File: src/rtl/pe_driver.sv
// Purpose : sequences one command into a PE: instruction issue, then an optional
//           load (upstream -> PE ifmap/weight/psum-in FIFO) or drain (PE psum-out -> sink).
// Latency : zero-latency combinational data path; one ISSUE cycle plus one DONE cycle per command.
// Backpr. : valid/ready on every port; load/drain beats stall on either side without loss.
//
// Ports:
//   i_clk, i_rst_n                         clock, asynchronous active-low reset
//   i_cmd_opcode/len/valid, o_cmd_ready    command in (accepted only in IDLE)
//   i_src_*  / o_src_ready                 upstream load stream
//   o_snk_*  / i_snk_ready                 downstream drain stream
//   o_inst_* / i_inst_ready                opcode to PE
//   o_ifmap_*, o_wght_*, o_psum_in_*       PE input FIFOs
//   i_psum_out_* / o_psum_out_ready        PE output FIFO
//   o_busy, o_done                         status: not-idle, one-cycle completion pulse
module pe_driver #(
    parameter int IFMAP_BUS_BITWIDTH = 8,
    parameter int WGHT_BUS_BITWIDTH  = 32,
    parameter int PSUM_BUS_BITWIDTH  = 32,
    parameter int LEN_BITWIDTH       = 8
) (
    input  logic                          i_clk,
    input  logic                          i_rst_n,

    input  logic [2:0]                    i_cmd_opcode,
    input  logic [LEN_BITWIDTH-1:0]       i_cmd_len,
    input  logic                          i_cmd_valid,
    output logic                          o_cmd_ready,

    input  logic [WGHT_BUS_BITWIDTH-1:0]  i_src_data,
    input  logic                          i_src_valid,
    output logic                          o_src_ready,

    output logic [PSUM_BUS_BITWIDTH-1:0]  o_snk_data,
    output logic                          o_snk_valid,
    input  logic                          i_snk_ready,

    output logic [2:0]                    o_inst_data,
    output logic                          o_inst_valid,
    input  logic                          i_inst_ready,

    output logic [IFMAP_BUS_BITWIDTH-1:0] o_ifmap_data,
    output logic                          o_ifmap_valid,
    input  logic                          i_ifmap_ready,

    output logic [WGHT_BUS_BITWIDTH-1:0]  o_wght_data,
    output logic                          o_wght_valid,
    input  logic                          i_wght_ready,

    output logic [PSUM_BUS_BITWIDTH-1:0]  o_psum_in_data,
    output logic                          o_psum_in_valid,
    input  logic                          i_psum_in_ready,

    input  logic [PSUM_BUS_BITWIDTH-1:0]  i_psum_out_data,
    input  logic                          i_psum_out_valid,
    output logic                          o_psum_out_ready,

    output logic                          o_busy,
    output logic                          o_done
);

    localparam logic [2:0] OP_IFMAP   = 3'b001;
    localparam logic [2:0] OP_WGHT    = 3'b010;
    localparam logic [2:0] OP_PSUM_IN = 3'b011;
    localparam logic [2:0] OP_DRAIN   = 3'b101;

    typedef enum logic [2:0] {
        S_IDLE  = 3'd0,
        S_ISSUE = 3'd1,
        S_LOAD  = 3'd2,
        S_DRAIN = 3'd3,
        S_DONE  = 3'd4
    } state_t;

    state_t                  state;
    state_t                  state_nxt;
    logic [2:0]              op_q;
    logic [LEN_BITWIDTH-1:0] len_q;
    logic [LEN_BITWIDTH-1:0] cnt_q;
    logic [LEN_BITWIDTH-1:0] len_m1;

    logic sel_ifmap;
    logic sel_wght;
    logic sel_psum_in;
    logic op_is_load;
    logic op_is_drain;
    logic len_nz;
    logic sel_rdy;
    logic cmd_fire;
    logic data_fire;
    logic last_beat;

    // Opcode decode works on the latched copy so the PE-side steering stays
    // stable for the whole command regardless of what the command port does.
    assign sel_ifmap   = (op_q == OP_IFMAP);
    assign sel_wght    = (op_q == OP_WGHT);
    assign sel_psum_in = (op_q == OP_PSUM_IN);
    assign op_is_load  = sel_ifmap | sel_wght | sel_psum_in;
    assign op_is_drain = (op_q == OP_DRAIN);
    assign len_nz      = (len_q != '0);

    assign sel_rdy = (sel_ifmap   & i_ifmap_ready)
                   | (sel_wght    & i_wght_ready)
                   | (sel_psum_in & i_psum_in_ready);

    // len_q >= 1 whenever LOAD/DRAIN is active, so len-1 never underflows there.
    // The counter stops at len-1, so len = 2^LEN_BITWIDTH-1 never wraps it.
    assign len_m1    = len_q - {{(LEN_BITWIDTH-1){1'b0}}, 1'b1};
    assign last_beat = (cnt_q == len_m1);

    assign cmd_fire  = i_cmd_valid & o_cmd_ready;
    assign data_fire = ((state == S_LOAD)  & i_src_valid      & sel_rdy)
                     | ((state == S_DRAIN) & i_psum_out_valid & i_snk_ready);

    // Data buses are straight wires; only the handshakes are steered.
    assign o_ifmap_data   = i_src_data[IFMAP_BUS_BITWIDTH-1:0];
    assign o_wght_data    = i_src_data;
    assign o_psum_in_data = i_src_data;
    assign o_snk_data     = i_psum_out_data;

    // ---------------------------------------------------------------- state
    always_ff @(posedge i_clk or negedge i_rst_n) begin
        if (!i_rst_n) begin
            state <= S_IDLE;
        end else begin
            state <= state_nxt;
        end
    end

    always_ff @(posedge i_clk or negedge i_rst_n) begin
        if (!i_rst_n) begin
            op_q  <= '0;
            len_q <= '0;
        end else if (cmd_fire) begin
            op_q  <= i_cmd_opcode;
            len_q <= i_cmd_len;
        end
    end

    // Every path into LOAD/DRAIN passes through ISSUE, so clearing there is
    // the same as clearing on entry.
    always_ff @(posedge i_clk or negedge i_rst_n) begin
        if (!i_rst_n) begin
            cnt_q <= '0;
        end else if (state == S_ISSUE) begin
            cnt_q <= '0;
        end else if (data_fire) begin
            cnt_q <= cnt_q + {{(LEN_BITWIDTH-1){1'b0}}, 1'b1};
        end
    end

    // ------------------------------------------------ next state + controls
    always_comb begin
        state_nxt        = state;
        o_cmd_ready      = 1'b0;
        o_inst_valid     = 1'b0;
        o_inst_data      = 3'b000;
        o_src_ready      = 1'b0;
        o_ifmap_valid    = 1'b0;
        o_wght_valid     = 1'b0;
        o_psum_in_valid  = 1'b0;
        o_snk_valid      = 1'b0;
        o_psum_out_ready = 1'b0;
        o_busy           = (state != S_IDLE);
        o_done           = 1'b0;

        case (state)
            S_IDLE: begin
                // Gated by reset so the command port reads not-ready while
                // reset is held, even though the state register sits at IDLE.
                o_cmd_ready = i_rst_n;
                if (cmd_fire) begin
                    state_nxt = S_ISSUE;
                end
            end

            S_ISSUE: begin
                o_inst_valid = 1'b1;
                o_inst_data  = op_q;
                if (i_inst_ready) begin
                    if (op_is_load && len_nz) begin
                        state_nxt = S_LOAD;
                    end else if (op_is_drain && len_nz) begin
                        state_nxt = S_DRAIN;
                    end else begin
                        state_nxt = S_DONE;
                    end
                end
            end

            S_LOAD: begin
                o_src_ready     = sel_rdy;
                o_ifmap_valid   = sel_ifmap   & i_src_valid;
                o_wght_valid    = sel_wght    & i_src_valid;
                o_psum_in_valid = sel_psum_in & i_src_valid;
                if (data_fire && last_beat) begin
                    state_nxt = S_DONE;
                end
            end

            S_DRAIN: begin
                o_snk_valid      = i_psum_out_valid;
                o_psum_out_ready = i_snk_ready;
                if (data_fire && last_beat) begin
                    state_nxt = S_DONE;
                end
            end

            S_DONE: begin
                o_done    = 1'b1;
                state_nxt = S_IDLE;
            end

            default: begin
                state_nxt = S_IDLE;
            end
        endcase
    end

endmodule

File: config.mk
export PLATFORM = sky130hd
export DESIGN_NAME = pe_driver
export DESIGN_NICKNAME = d
export VERILOG_FILES = /design/src/rtl/pe_driver.sv
export SDC_FILE = /design/constraint.sdc
export NUM_CORES = 1
export LEC_CHECK = 0
export BUFFER_PORTS_ARGS = -buffer_cell sky130_fd_sc_hd__buf_2
export CORE_MARGIN = 5
export CORE_UTILIZATION = 42
export CTS_BUF_LIST = sky130_fd_sc_hd__clkbuf_4
export DETAILED_ROUTE_END_ITERATION = 10
export HOLD_SLACK_MARGIN = 0.03
export MAX_ROUTING_LAYER = met4
export PLACE_DENSITY_LB_ADDON = 0.2
export SLEW_MARGIN = 20
export SYNTH_ARGS = -nofsm -noshare
export SYNTH_HDL_FRONTEND = slang
export SYNTH_SLANG_ARGS = --single-unit
File: constraint.sdc
create_clock -name i_clk -period 4 [get_ports i_clk]
set_clock_uncertainty 0.15 [all_clocks]
set_input_delay 0.4 -clock i_clk [delete_from_list [all_inputs] [get_ports i_clk]]
set_output_delay 0.4 -clock i_clk [all_outputs]
set_load 0.02 [all_outputs]
== After elaboration in Yosys (flattened, before gate mapping) ==
Index checks and enable logic that the tools add are counted.
Word-level totals
  flip-flop bits (word level): 22
  input bits: 85
  memory bits (writable): 0
  bits in read-only memories: 0
  output and inout port bits: 117
  latch bits: 0
  memories kept: 0
Operators by class
  $lt $le $gt $ge: 0
  mux-type cells: 18
  div/mod/pow operators: 0
  reduce and logical (&&, ||, !) cells: 9
  $add $sub $neg: 2
  multipliers: 0
  equal/unequal tests: 12
  bitwise gates (word level): 16
  shift-type cells: 0
Operator list (number)
  $mux 3: 6
  $mux 8: 2
  $eq 3x2->1 const B: 4
  $and 1x1->1: 11
  $mux 1: 9
  $pmux 3 s3: 1
  $add 8x1->8 const B: 1
  $eq 8x8->1: 1
  $reduce_bool 8->1: 1
  $sub 8x1->8 const B: 1
  $eq 3x1->1 const B: 2
  $eq 3x3->1 const B: 2
  $or 1x1->1: 5
  $ne 2x2->1 const B: 2
  $logic_and 1x1->1: 3
  $logic_not 3->1: 1
  $reduce_and 3->1: 1
  $reduce_bool 3->1: 1
  $ne 2x1->1 const B: 1
  $reduce_bool 2->1: 1
  $reduce_or 2->1: 1

== Depth between registers and ports, before layout ==
Gate-level depths: netlist (run 1).
  word-level depth: 9
  gate-level depth with buffers: 8
  depth with buffers taken out: 8

== Worst setup path after synthesis (run 1) ==
OpenSTA, ideal clock, no wires.
  kind: flip-flop to flip-flop
  start point: register state[2]
  end point: register len_q[0]
  setup time: 0.125 ns
  stages on the path, launching flop included: 6
  setup slack: 1.877 ns
  arrival: 1.848 ns
  path buffers: 1
  path through: dfrtp_1 > or3_1 > nor2_1 > nand2_1 > buf_2 > mux2_2
On the way
  word-level cells in the longest chain between the ends: 3
RTL lines
  from (decl): line 74  | state_t state;
  from (signal assigned): line 125  | state <= state_nxt;
  $logic_not 3->1: line 166  | case (state)
  $mux 1: line 166
  via o_cmd_ready: line 27  | output logic o_cmd_ready,
  $and 1x1->1: line 110  | assign cmd_fire = i_cmd_valid & o_cmd_ready;
  to (signal assigned): line 135  | len_q <= i_cmd_len;
  to (decl): line 77  | logic [LEN_BITWIDTH-1:0] len_q;
The timed path passes the listed nets, and every way through them passes these cells.
A chain may end at the register's enable or synchronous reset.

== Worst setup path after layout (run 1) ==
  start point: input port i_rst_n
  end point: output port o_cmd_ready
On the way
  word-level cells in the longest chain between the ends: 1
RTL lines
  from (decl): line 22  | input logic i_rst_n,
  $mux 1: line 166
  to (decl): line 27
No other way between the ends.

==> summary.md, run 1 <==
| Metric | Value |
|---|---|
| Status | `finished clean` |
| Largest net degree at the start of global routing | `25` |
| Cell with the most instances after synthesis | `buf_4` |
| Max Slew Vio Count | `0` |
| Synth Flop Type | `dfrtp_1` |
| Rel. slew slack | `0.6363` |
| RSZ-0062 raised after global routing | `no` |
| Drt total wl | `4.812 mm` |
| Critical Path Fanout Max | `24` |
| Max Fclk | `0.4132 GHz` |
| Antenna fix cells | `0` |
| GRT Util Overall | `0.1456` |
| TritonCTS Buffers | `3` |
| Setup-failing EPs final | `0` |
| Vias in the first global route | `1315` |
| Routed vias | `1259` |
| Crit-path leading delay family | `buffers and inverters` |
| Postcts setup bufs | `0` |
| Routed len/inst | `19.33 um` |
| Placer Congestion | `0.8166` |
| Synth-to-layout area growth | `-23.01%` |
| Iteration-0 DRC Markers | `54` |
| Worst Setup Start Kind | `input port` |
| Fillers | `536` |
| Post-synthesis sequential area ratio | `0.2506` |
| Max-cap violation count | `0` |
| PortBufs | `33` |
| Setup TNS | `0 ps` |
| Post-synth top area share | `0.3554` |
| Crit end category | `output pin` |
| Async set-or-reset flop fraction in the synthesized netlist | `1.000` |
| Pre-antenna DRT Iters | `4` |
| Final Hold Fails | `0` |
| Leakage | `0.0007773 uW` |
| Slowest stage delay, CP | `520 ps` |
| Longest Clk Path Bufs | `2` |
| # H-tree levels | `1` |
| Post-synth cell types | `43` |
| Worst slack at placement | `1859 ps` |
| Footprint of the multi-input gates | `833.3 um^2` |
| Vias per cell | `5.056` |
| FP Rows | `26` |
| Largest cells by area after synthesis | `buf_4, dfrtp_1, mux2_2` |
| Nets@finish | `268` |
| Clock sink total | `22` |
| Crit path required time | `3450 ps` |
| CP Depth | `5` |
| Crit path top cell by count | `buf_2` |
| Die W | `82.33 um` |
| Grt met3 use | `0.07592` |
| Antenna Nets Post-Route | `0` |
| Routing usage on met2 | `0.2692` |
| Hold path depth | `2` |
| Final period utilization | `0.6051` |
| Die Y | `82.33 um` |
| Critical Path AT | `1870 ps` |
| Core ar. | `5107 um^2` |
| Synth top cells by count | `buf_4, dfrtp_1, nor2_1` |
| Path depth of the worst reg2reg path | `6` |
| Post-route setup slack | `1580 ps` |
| Yosys warnings | `0` |
| Synthesized instance count | `248` |
| IO Count | `202` |
| Grt met1 use | `0.1380` |
| Post-synth EDFFs | `0` |
| Placed insts | `244` |
| Die footprint | `6777 um^2` |
| Post-DP HPWL | `4.047 mm` |
| First-pass GRT wire length | `7.307 mm` |
| Non-Filler Instances | `249` |
| Syn_nets | `336` |
| Starting Density | `0.4302` |
| Antenna violations before repair | `0` |
| CTS tree | `yes` |
| Worst-margin pin slew | `541.4 ps` |
| Sequential cell area | `550.5 um^2` |
| DRC | `0` |
| Crit path time final | `2420 ps` |
| Share of cells above drive strength 1 | `0.3240` |
| Clock transition at the registers of the reported paths | `120 ps` |
| HP Class | `input port to flip-flop` |
| VDD IR max | `0.2485 mV` |
| Synth area leader | `buf_4` |
| Syn Area/Cell | `8.859 um^2` |
| Congestion Overflow GR | `0` |
| Top Usage Layer GRT | `met2` |
| CP max stage cell | `dlygate4sd3_1` |
| Critical-path cell list | `dlygate4sd3_1 -> buf_2 -> inv_1 -> nor2_1 -> buf_2` |
| CP bufs+invs | `4` |
| Yosys reg bits | `22` |
| Mapped cell area | `2197 um^2` |
| PD cells | `622.7 nW/um^2` |
| Clk_lat worst skew | `310 ps` |
| Critical path class | `input port to output pin` |
| Root buffer cell | `clkbuf_4` |
[report_power, final]
group	internal, uW	switching, uW	total [uW]
clock network	36.5	69.1	106
logic	233	291	524
registers	296	127	423
total	566	487	1050
[worst paths after layout]
kind | startpoint | to | slack (ps)
min reg2reg | len_q[7] | len_q[7] | 430
min | i_cmd_len[6] | len_q[6] | 160
max in group asynchronous | i_rst_n | cnt_q[4] | 2920
min in group asynchronous | i_rst_n | cnt_q[2] | 430
max | i_rst_n | o_cmd_ready | 1580
max reg2reg | len_q[2] | state[0] | 1900
[final cells by class]
cell class / instances / area share
inverter: 5 / 0.01109
tap: 70 / 0.05178
multi-input combinational: 114 / 0.4926
clock inverter: 1 / 0.002219
timing repair buffer: 34 / 0.1036
sequential: 22 / 0.3254
clock buffer: 3 / 0.01331
[worst register-to-register path, cell delays in order (launching register included)]
cell,delay [ps]
dfrtp_1,470
or3_4,420
o31ai_2,210
a32oi_1,150
a21oi_2,210
nor2_2,80
a2111oi_2,310
[metal layers]
metal | share of wire | up-vias | wire (um)
met3 | 0.15 | 0 | 712
met1 | 0.32 | 585 | 1538
met5 | 0 | - | 0
met2 | 0.53 | 90 | 2560
met4 | 0 | 0 | 0
li1 | - | 584 | -
[state kept, by name (all words and copies together) (netlist names)]
register,flops
cnt_q,8
len_q,8
op_q,3
state,3
[metrics by stage]
stage	power [uW]	util	area, um^2	hold WS [ps]
6_report	1053	0.3312	1692	161.6
5_1_grt	1147	0.3312	1692	132.9
4_1_cts	1061	0.3312	1692	151.3
3_5_place_dp	952.9	0.3241	1655	259.1
3_3_place_gp	935.9	0.3241	1655	255.9
2_1_floorplan	954.5	-	2197	-45.59
[logic make-up after synthesis]
| logic type | Yosys count | share of synthesized area |
|---|---|---|
| simple gates | 63 | 0.1555 |
| xor+xnor | 13 | 0.05182 |
| compound gates | 19 | 0.07403 |
| fa+ha+maj | 3 | 0.01709 |
| mux | 16 | 0.08087 |
| buf+inv | 112 | 0.3702 |
| flops | 22 | 0.2506 |
[cell usage in the layout, fill, tap and decap left out, types with 2 or more instances in the layout]
| cell | instances |
|---|---|
| a21oi_1 | 2 |
| and3_1 | 9 |
| buf_2 | 33 |
| clkbuf_4 | 3 |
| dfrtp_1 | 22 |
| ha_1 | 3 |
| inv_1 | 5 |
| mux2_2 | 11 |
| mux2i_1 | 4 |
| nand2_1 | 12 |
| nand3_1 | 6 |
| nand4_1 | 3 |
| nor2_1 | 15 |
| nor2b_1 | 2 |
| nor3_1 | 5 |
| nor4_2 | 2 |
| o21ai_0 | 4 |
| o31ai_2 | 2 |
| xnor2_1 | 9 |
| xor2_1 | 4 |
[repair_timing]
item	CTS	global route
hold endpoints to repair	22	0
hold buffers	1	0
gates resized for setup	0	0
No activity file was read; power rests on OpenSTA's default activity.
==> run 2, diff against run 1 <==
- ABC_AREA: unset -> 1
- CORE_UTILIZATION: 42 -> 36
- clock period: 4 -> 2.1 ns (I/O delays scaled with it)
==> summary.md, run 2 <==
| Metric | Value |
|---|---|
| Status | `finished clean` |
| Leakage | `0.001039 uW` |
| Vias in the first global route | `1534` |
| Post-route setup slack | `122.9 ps` |
| Yosys reg bits | `22` |
| Starting Density | `0.3662` |
| Share of cells above drive strength 1 | `0.2547` |
| Clock transition at the registers of the reported paths | `130 ps` |
| GRT Util Overall | `0.1121` |
| Cell with the most instances after synthesis | `buf_4` |
| Critical Path AT | `1620 ps` |
| Syn_nets | `403` |
| HP Class | `input port to flip-flop` |
| PortBufs | `33` |
| Fillers | `710` |
| Largest registers | `cnt_q x8, len_q x8` |
| CP max stage cell | `dfrtp_1` |
| Iteration-0 DRC Markers | `68` |
| Routed vias | `1556` |
| Max Fclk | `0.5058 GHz` |
| Most common cell after layout, fill and taps aside | `nand2_1` |
| Critical path class | `flip-flop to output pin` |
| Post-synth EDFFs | `0` |
| Synth top cells by count | `buf_4, nand2_1, inv_1` |
| Slowest stage delay, CP | `420 ps` |
| Root buffer cell | `clkbuf_4` |
| Synthesized instance count | `315` |
| Antenna Nets Post-Route | `0` |
| Non-Filler Instances | `344` |
| Worst-margin pin slew | `301.0 ps` |
| Syn Area/Cell | `7.297 um^2` |
| Pre-antenna DRT Iters | `4` |
| Final Hold Fails | `0` |
| Post-DP HPWL | `3.528 mm` |
| Vias per cell | `4.523` |
| Crit path time final | `1977 ps` |
| DRC | `0` |
| VDD IR max | `0.4573 mV` |
| Congestion Overflow GR | `0` |
| Synth-to-layout area growth | `-12.30%` |
| Final period utilization | `0.9415` |
| Async set-or-reset flop fraction in the synthesized netlist | `1.000` |
| Placer Congestion | `0.8457` |
| Synth area leader | `buf_4` |
| Die Y | `89.91 um` |
| Antenna fix cells | `0` |
| # H-tree levels | `1` |
| Crit path required time | `1740 ps` |
| Drt total wl | `4.580 mm` |
| Mapped cell area | `2298 um^2` |
| Largest cells by area after synthesis | `buf_4, dfrtp_1, nand2_1` |
| Yosys warnings | `0` |
| Post-synthesis sequential area ratio | `0.2395` |
| Rel. slew slack | `0.7993` |
| Footprint of the multi-input gates | `840.8 um^2` |
| Antenna violations before repair | `0` |
| Nets@finish | `356` |
| IO Count | `202` |
| Max Slew Vio Count | `0` |
| Clk_lat worst skew | `320 ps` |
| Die W | `89.91 um` |
| Die footprint | `8083 um^2` |
| Crit end category | `output pin` |
| Synth Flop Type | `dfrtp_1` |
| First-pass GRT wire length | `7.403 mm` |
| Post-synth top area share | `0.3397` |
| Core ar. | `6277 um^2` |
| Sequential cell area | `553.0 um^2` |
| Post-synth cell types | `32` |
| Largest net degree at the start of global routing | `23` |
| Critical Path Fanout Max | `10` |
| CTS tree | `yes` |
| Setup-failing EPs final | `0` |
| PD cells | `1174 nW/um^2` |
| Worst Setup Start Kind | `flip-flop` |
| Placed insts | `320` |
| Commonest non-fill, non-tap cells in the layout | `nand2_1, buf_2, inv_1` |
| Max-cap violation count | `0` |
| Worst slack at placement | `203.3 ps` |
| Clock sink total | `22` |
| TritonCTS Buffers | `3` |
| Routed len/inst | `13.31 um` |
| FP Rows | `29` |
| Critical-path cell list | `inv_1 -> nor3_4 -> inv_2 -> nor2_1 -> buf_2` |
| Longest Clk Path Bufs | `2` |
[run 2: timing repair]
item                                   CTS  global route
setup endpoints to repair                0             7
setup buffers                            0             8
hold buffers                            12             0
endpoints found under the hold margin   33             0
resized for setup                        0             3
[run 2: layout make-up]
cell class,instances,share of cell area
clock inverter,1,0.01490
multi-input combinational,156,0.4171
clock buffer,3,0.01117
timing repair buffer,55,0.1788
inverter,30,0.05587
tap,77,0.04780
sequential,22,0.2744
[run 2: cells by family after synthesis]
| family | count (synthesis) | synth area share |
|---|---|---|
| AOI/OAI and AO/OA | 25 | 0.06315 |
| buffers and inverters | 137 | 0.3947 |
| and+or+nand+nor | 121 | 0.2597 |
| xor gates and xnor gates | 7 | 0.02667 |
| adders and majority gates | 3 | 0.01633 |
| DFF | 22 | 0.2395 |
[run 2: where the power goes]
group / switching [uW] / internal [uW]
clock: 146 / 193
combinational: 815 / 497
sequential: 154 / 563
[run 2: per-stage QoR]
stage	area [um^2]	TNS (ps)	util	power, uW	hold WS, ps
2_1_floorplan	2298	0	-	1878	-235.6
3_3_place_gp	1780	0	0.2836	1927	93.70
3_5_place_dp	1780	0	0.2836	1921	89.85
4_1_cts	1953	0	0.3111	2285	96.88
5_1_grt	2016	-48.46	0.3211	2588	84.95
6_report	2016	0	0.3211	2367	111.6
[run 2: path summary, 6_finish.rpt]
kind | start | endpoint | slack [ps] | depth (start not counted)
setup reg to reg | len_q[0] | state[0] | 260 | 15
min in group asynchronous | i_rst_n | cnt_q[6] | 240 | 3
hold reg to reg | state[0] | state[0] | 410 | 2
setup / recovery | state[0] | o_inst_data[0] | 120 | 5
hold / removal | i_inst_ready | state[1] | 110 | 3
max in group asynchronous | i_rst_n | state[1] | 1310 | 3
[run 2: routing by layer]
layer  part of all wire  routed length (um)  GRT usage
met3              0.093                 424    0.03923
met4              0.041                 186    0.05335
met5                  0                   0          -
met1               0.45                2039     0.1381
met2               0.42                1930     0.1634
[run 2: critical path: cells and delay by family (launching register included)]
kind | cells | cell delay (ps)
buffers and inverters | 3 | 460
AND/OR/NAND/NOR | 2 | 410
flip-flops | 1 | 420
==> run 3, diff against run 2 <==
- CORE_ASPECT_RATIO: unset -> 0.6
==> summary.md, run 3 (same netlist as run 2, synthesis figures left out) <==
| Metric | Value |
|---|---|
| Status | `finished clean` |
| PortBufs | `33` |
| Routed vias | `1576` |
| # H-tree levels | `1` |
| Core Util, Final | `0.3214` |
| Antenna Nets Post-Route | `0` |
| TritonCTS Buffers | `3` |
| Placed insts | `328` |
| Core ar. | `6166 um^2` |
| HP Class | `input port to flip-flop` |
| Iteration-0 DRC Markers | `100` |
| Share of cells above drive strength 1 | `0.2462` |
| Critical Path Fanout Max | `5` |
| Post-DP HPWL | `3.684 mm` |
| Rel. slew slack | `0.7977` |
| GRT Util Overall | `0.1209` |
| Routed len/inst | `13.46 um` |
| Setup TNS | `0 ps` |
| DRC | `0` |
| Final Hold Fails | `0` |
| CP max stage cell | `dfrtp_2` |
| VDD IR max | `0.3402 mV` |
| Vias in the first global route | `1519` |
| Clock transition at the registers of the reported paths | `140 ps` |
| Crit path time final | `1903 ps` |
| Clock sink total | `22` |
| CTS tree | `yes` |
| Synth-to-layout area growth | `-13.77%` |
| Placer Congestion | `0.8053` |
| Critical path class | `flip-flop to output pin` |
| Longest Clk Path Bufs | `2` |
| Die footprint | `8135 um^2` |
| Nets@finish | `353` |
| Non-Filler Instances | `349` |
| Leakage | `0.001012 uW` |
| Die W | `113.2 um` |
| Pre-antenna DRT Iters | `4` |
| Setup-failing EPs final | `0` |
| FP Rows | `22` |
| Vias per cell | `4.516` |
| Antenna violations before repair | `0` |
| Commonest non-fill, non-tap cells in the layout | `nand2_1, buf_2, inv_1` |
| Max Slew Vio Count | `0` |
| Most common cell after layout, fill and taps aside | `nand2_1` |
| IO Count | `202` |
| PD cells | `1123 nW/um^2` |
| Drt total wl | `4.698 mm` |
| Largest registers | `cnt_q x8, len_q x8` |
| Die Y | `71.90 um` |
| Max Fclk | `0.5254 GHz` |
| Crit path required time | `1740 ps` |
| RSZ-0062 raised after global routing | `no` |
| Final period utilization | `0.9064` |
| Congestion Overflow GR | `0` |
| Critical Path AT | `1540 ps` |
| Largest net degree at the start of global routing | `23` |
| Worst Setup Start Kind | `flip-flop` |
| First-pass GRT wire length | `7.693 mm` |
| Clk_lat worst skew | `320 ps` |
| Starting Density | `0.3728` |
| Root buffer cell | `clkbuf_4` |
| Worst-margin pin slew | `303.4 ps` |
| Critical-path cell list | `nor2_4 -> nand2_1 -> nor2_2 -> inv_1 -> nor3_1 -> buf_2` |
| Max-cap violation count | `0` |
| Slowest stage delay, CP | `470 ps` |
| Crit end category | `output pin` |
run 3: cell count changes in the layout (fill, tap and decap cells not counted):
cell / previous run / this run
buf_4: 10 / 7
bufinv_16: 1 / 0
clkinv_1: 0 / 1
dfrtp_1: 20 / 21
dfrtp_2: 2 / 1
diode_2: 0 / 1
inv_1: 27 / 26
inv_2: 3 / 4
nor3_1: 6 / 5
nor3_2: 0 / 1
run 3: routing by layer:
metal | up-vias | global-route usage | share of wire
met4 | 0 | 0.01867 | 0.0038
met3 | 8 | 0.04250 | 0.086
met1 | 719 | 0.1894 | 0.55
li1 | 785 | - | -
met5 | - | - | 0
met2 | 64 | 0.1444 | 0.36
run 3: cell type report:
type / count / area, um^2
clock inverters: 1 / 3.754
inverters: 30 / 112.6
clock buffers: 3 / 22.52
well taps: 84 / 105.1
multi-input cells: 156 / 845.8
fillers: 713 / 4184
flip-flops and latches: 22 / 551.8
diodes: 1 / 2.502
repair buffers: 52 / 337.8
run 3: what timing repair did:
item | 4_1_cts | 5_1_grt
hold buffers | 12 | 0
gates resized for setup | 0 | 4
buffers inserted | 1 | 3
setup endpoints to repair | 1 | 5
hold endpoints to repair | 33 | 0
pin swaps | 0 | 1
run 3: stage by stage:
stage / hold slack [ps] / power [uW] / instance area, um^2 / worst slack (ps)
2_1_floorplan: -235.6 / 1878 / 2298 / 378.7
3_3_place_gp: 110.8 / 1963 / 1797 / 277.4
3_5_place_dp: 123.8 / 1953 / 1797 / 203.3
4_1_cts: 59.87 / 2205 / 1951 / 0.1721
5_1_grt: 86.21 / 2474 / 1979 / 3.678
6_report: 78.27 / 2225 / 1982 / 196.6
run 3: where the power goes:
group	switching [uW]	internal [uW]	total, uW	leakage, uW
registers	159	561	720	0.000283
logic	831	465	1300	0.000714
clock network	140	69.6	210	0.0000154
run 3: critical path, delay by kind of cell (launching register included):
family | cells | cell delay, ps
buffers and inverters | 2 | 290
and+or+nand+nor | 4 | 480
DFF | 1 | 470
run 3: final timing paths:
kind | start | endpoint | slack, ps | cells after the start
hold reg to reg | state[0] | state[0] | 440 | 2
setup reg to reg | len_q[0] | state[0] | 240 | 15
setup / recovery | state[2] | o_wght_valid | 200 | 6
max in group asynchronous | i_rst_n | state[2] | 1270 | 3
hold / removal | i_inst_ready | state[1] | 80 | 3
min in group asynchronous | i_rst_n | len_q[5] | 270 | 3
